--- src/rtl/dffram_bw_clr.sv ---
// Single-port byte-write RAM that zeroes every word after reset before accepting accesses.
// Optional per-byte even parity storage and checking is enabled by defining RAM_PARITY_EN.
module dffram_bw_clr #(
   parameter  int WIDTH = 32,
   parameter  int DEPTH = 64,
   localparam int AW    = $clog2(DEPTH),
   localparam int NB    = WIDTH / 8
) (
   input  logic             CLK,
   input  logic             RST_N,
   input  logic             EN0,
   input  logic [NB-1:0]    WE0,
   input  logic [AW-1:0]    A0,
   input  logic [WIDTH-1:0] Di0,
   output logic [WIDTH-1:0] Do0,
   output logic             BUSY,
   output logic             VALID,
   output logic             PERR
);

`ifdef RAM_PARITY_EN
   localparam int MW = WIDTH + NB;
`else
   localparam int MW = WIDTH;
`endif

   localparam logic [AW-1:0] LAST_ADDR = AW'(DEPTH - 1);

   typedef enum logic {
      ST_CLEAR = 1'b0,
      ST_READY = 1'b1
   } state_t;

   state_t          state_q;
   state_t          state_d;
   logic [AW-1:0]   clr_q;
   logic [AW-1:0]   clr_d;
   logic            clr_we;
   logic            acc;

   logic [MW-1:0]   mem [DEPTH];
   logic [MW-1:0]   rd_word;
   logic [MW-1:0]   wr_word;

   // Access contract: an access is accepted at a rising edge when EN0=1 and
   // BUSY=0; its read data (old contents) appears on Do0 with VALID=1 one
   // cycle later. There is no backpressure, so accesses may arrive every cycle.
   assign BUSY = (state_q == ST_CLEAR);
   assign acc  = EN0 && !BUSY;

   always_ff @(posedge CLK or negedge RST_N) begin
      if (!RST_N) begin
         state_q <= ST_CLEAR;
         clr_q   <= '0;
      end else begin
         state_q <= state_d;
         clr_q   <= clr_d;
      end
   end

   always_comb begin
      state_d = state_q;
      clr_d   = clr_q;
      clr_we  = 1'b0;
      case (state_q)
         ST_CLEAR: begin
            clr_we = 1'b1;
            clr_d  = clr_q + 1'b1;
            if (clr_q == LAST_ADDR) begin
               state_d = ST_READY;
            end
         end
         ST_READY: begin
            state_d = ST_READY;
         end
         default: begin
            state_d = ST_CLEAR;
         end
      endcase
   end

   assign rd_word = mem[A0];

   // Merge enabled byte lanes into the old word so one full-word write suffices.
   always_comb begin
      wr_word = rd_word;
      for (int i = 0; i < NB; i++) begin
         if (WE0[i]) begin
            wr_word[8*i +: 8] = Di0[8*i +: 8];
`ifdef RAM_PARITY_EN
            wr_word[WIDTH + i] = ^Di0[8*i +: 8];
`endif
         end
      end
   end

   // The array itself has no reset; the clear sequencer provides known contents.
   always_ff @(posedge CLK) begin
      if (clr_we) begin
         mem[clr_q] <= '0;
      end else if (acc && (|WE0)) begin
         mem[A0] <= wr_word;
      end
   end

`ifdef RAM_PARITY_EN
   logic lane_err;
   logic perr_q;

   always_comb begin
      lane_err = 1'b0;
      for (int i = 0; i < NB; i++) begin
         lane_err = lane_err | (rd_word[WIDTH + i] ^ (^rd_word[8*i +: 8]));
      end
   end

   always_ff @(posedge CLK or negedge RST_N) begin
      if (!RST_N) begin
         perr_q <= 1'b0;
      end else begin
         perr_q <= acc && lane_err;
      end
   end

   assign PERR = perr_q;
`else
   assign PERR = 1'b0;
`endif

   always_ff @(posedge CLK or negedge RST_N) begin
      if (!RST_N) begin
         Do0   <= '0;
         VALID <= 1'b0;
      end else begin
         Do0   <= acc ? rd_word[WIDTH-1:0] : '0;
         VALID <= acc;
      end
   end

endmodule
--- config.mk ---
export PLATFORM = sky130hd
export DESIGN_NAME = dffram_bw_clr
export DESIGN_NICKNAME = d
export VERILOG_FILES = /design/src/rtl/dffram_bw_clr.sv
export SDC_FILE = /design/constraint.sdc
export NUM_CORES = 2
export LEC_CHECK = 0
export ABC_CLOCK_PERIOD_IN_PS = 12850
export CAP_MARGIN = 30
export CORE_UTILIZATION = 33
export CTS_BUF_LIST = sky130_fd_sc_hd__clkbuf_16
export DETAILED_ROUTE_END_ITERATION = 8
export GPL_TIMING_DRIVEN = 0
export HOLD_SLACK_MARGIN = 0.02
export SLEW_MARGIN = 20
export SYNTH_ARGS = -nofsm -noshare
export SYNTH_HDL_FRONTEND = slang
export SYNTH_SLANG_ARGS = --single-unit
--- constraint.sdc ---
create_clock -name CLK -period 12.85 [get_ports CLK]
set_clock_uncertainty 0.1 [all_clocks]
set_input_delay 3.2125 -clock CLK [delete_from_list [all_inputs] [get_ports CLK]]
set_output_delay 3.2125 -clock CLK [all_outputs]
set_load 0.02 [all_outputs]
==> qor.csv <==
stage,metric,value,unit
status,status,"complete, no violations",
synthesis,synth_fp_nets,3777,
finish,drive_gt1_share,31.1,%
placed_design,place_ws,3.56,ns
synthesis,synth_cells,3731,
global_routing,antenna_found_initial,13,
power,p_leak,0.0243,uW
die,die_area,0.246,mm^2
global_routing,track_usage,17.9,%
routing,num_vias,40600,
timing,tns,0,ns
die,initial_utilization,33.2,%
cts,clk_pin_slew_worst_paths,0.06,ns
finish,finish.net_count,4183,
cts,clockBufferDepth,3,
worst_setup_path,worst_ep_arrival_time,8.89,ns
synthesis,avgSynthCellArea,21.6,um^2
flow_run,drv_cap,0,
die,io_pins,80,
power,p_total,13400,uW
cts,cts_setup_buffers,0,
synthesis,synth-seq-cells,2088,
cts,cts_tree,done,
timing,rsz0062_at_grt,no,
die,num_rows,181,
timing,hold_viol,0,
synthesis,ys_seq_area_share,77.6,%
timing,timing.fmax,118,MHz
cts,root_buffer,clkbuf_16,
cts,cts_hold_buf,0,
timing,finalMaxSlewViolations,0,
global_routing,grt_overflow_total,0,
routing,route.detailed.drc,0,
cts,cts.sinks,2088,
timing,fin_crit,8.47,ns
timing,tightest_slew,1.11,ns
routing,drt-initial-drc-count,4734,
synthesis,yosys-top-cells-area,"edfxtp_1, mux4_2, mux2_2, o22ai_1, dfrtp_1",
synthesis,synthArstFlopShare,1.92,%
global_routing,grt_pass1_vias,40400,
worst_setup_path,required,13.27,ns
finish,multi_input_area,0.0180,mm^2
power,p_per_area,141,mW/mm^2
finish,fillerInstances,21400,
timing,finalWorstSetupSlack,4.38,ns
routing,drtPass1Iterations,7,
hold_path,hold_class,reg2reg,
synthesis,synthDistinctLibCells,49,
worst_setup_path,path_max_fanout,33,
synthesis,ys.flop_type,edfxtp_1,
placed_design,dp_hpwl,151,mm
power,ir_drop,0.115,mV
global_routing,grt_pass1_wl,311,mm
cts,cts_buffers,204,
routing,drtAntennaViolNets,0,
worst_setup_path,worstSetupStartpointType,primary input,
die,die_h,496,um
finish,seq_area,0.0625,mm^2
synthesis,yosysWarnings,0,
routing,viasPerCell,5.40,
worst_setup_path,critPathCaptureType,flop,
routing,wirelength,222,mm
die,die-width,496,um
global_routing,grt_max_degree,65,
placed_design,port_buffers,77,
synthesis,netlist.area_leader.share,76.3,%
cts,cts.repair.resized,0,
finish,area_growth,18.1,%
synthesis,synth_top_cell_by_area,edfxtp_1,
synthesis,synth_edf_count,2048,
routing,wire_per_inst,29.5,um
die,coreArea,0.243,mm^2
timing,fin_crit_sh,65.9,%
cts,cts_max_level,4,
timing,slew_headroom,26.2,%
cts,clock_latency,0.85,ns
timing,finalSetupViolations,0,
synthesis,netlist_area,0.0806,mm^2
worst_setup_path,path_class,in2reg,
placed_design,place_congestion,0.920,
metrics by stage:
| step | hold WS, ns | util (%) | cells | instance area [um^2] |
|---|---|---|---|---|
| after floorplan | 0.397 | - | 3731 | 80600 |
| after global placement | 0.433 | 35.1 | 7010 | 85300 |
| after detailed placement | 0.434 | 36.5 | 7127 | 88800 |
| after CTS | 0.447 | 39.1 | 7498 | 95000 |
| after global routing | 0.470 | 39.1 | 7505 | 95100 |
| final | 0.456 | 39.1 | 7510 | 95100 |
cells in the final DEF, fill, tap and decap left out, types with 44 or more instances in the layout:
master,n
buf_16,44
a22o_1,62
clkbuf_16,205
nor3_1,100
nor2_4,64
edfxtp_1,2048
clkbuf_1,105
buf_12,60
clkinv_1,48
mux4_2,382
inv_1,61
buf_2,60
clkdlybuf4s50_1,76
o22ai_1,189
mux2_2,382
cells in the mapped netlist, drive strengths merged (13+ instances only):
library cell / n
edfxtp: 2048
mux2: 382
mux4: 382
o22ai: 189
buf: 108
clkbuf: 108
nor3: 103
nor2: 75
a22o: 62
dfrtp: 40
o21ai: 39
a221o: 31
o211a: 31
or4: 31
nand2: 25
mux2i: 13
sequential cells by signal, indices dropped and copies added, names as in the netlist:
name and count:
Do0 32, VALID 1, clr_q 6, mem 2048, state_q 1
per-layer routing:
layer / routed length [um] / GRT usage (%) / vias to the layer above / part of all wire (%)
met5: 138 / 0.405 / - / 0.062
met4: 8990 / 7.17 / 2 / 4.1
met3: 21500 / 4.89 / 308 / 9.7
met2: 102000 / 27.4 / 1781 / 46
met1: 88700 / 24.2 / 21800 / 40
li1: - / - / 16600 / -
worst max-delay path, stage by stage:
cell             delay [ns]
clkdlybuf4s50_1        0.58
buf_2                  0.40
buf_2                  0.51
clkbuf_1               0.75
buf_1                  0.78
mux4_2                 0.43
mux2_2                 0.28
o22ai_1                0.79
nor3_1                 0.16
a221o_4                0.62
buf_12                 0.26
area by class of cell:
cell class              instances  share of cell area [%]
well taps                    3202                    4.21
diodes                          6                  0.0158
inverters                       8                  0.0316
repair buffers                200                    3.53
clock buffers                 205                    5.39
multi-input cells            1419                    18.9
clock inverters               166                    1.22
flip-flops and latches       2088                    65.7
plain buffers                 216                    1.00
power by group:
part           total [uW]  switching [uW]  internal [uW]
Combinational         384             259            126
Clock                5650            2570           3080
Sequential           7360               0           7360
Total               13400            2830          10600
final timing paths:
kind,start,slack (ns),endpoint,cells after the start
min reg2reg,clr_q[4],0.46,clr_q[4],1
max reg2reg,state_q,8.30,mem[8][9],10
min in group asynchronous,RST_N,2.16,Do0[19],1
max,A0[1],4.38,mem[46][11],11
min,clr_q[4],0.46,clr_q[4],1
max in group asynchronous,RST_N,9.99,clr_q[0],2
cell families (layout without fill, tap and decap cells):
kind of cell | Yosys count | after routing | synth area share, %
compound gates | 367 | 367 | 3.30
mux | 777 | 777 | 16.2
xor+xnor | 5 | 5 | 0.0544
buf+inv | 224 | 795 | 1.21
simple gates | 268 | 268 | 1.66
flops | 2088 | 2088 | 77.6
other cells | 1 | 7 | 0.00465
fa+ha+maj | 1 | 1 | 0.0155
No activity file was read; power rests on OpenSTA's default activity.
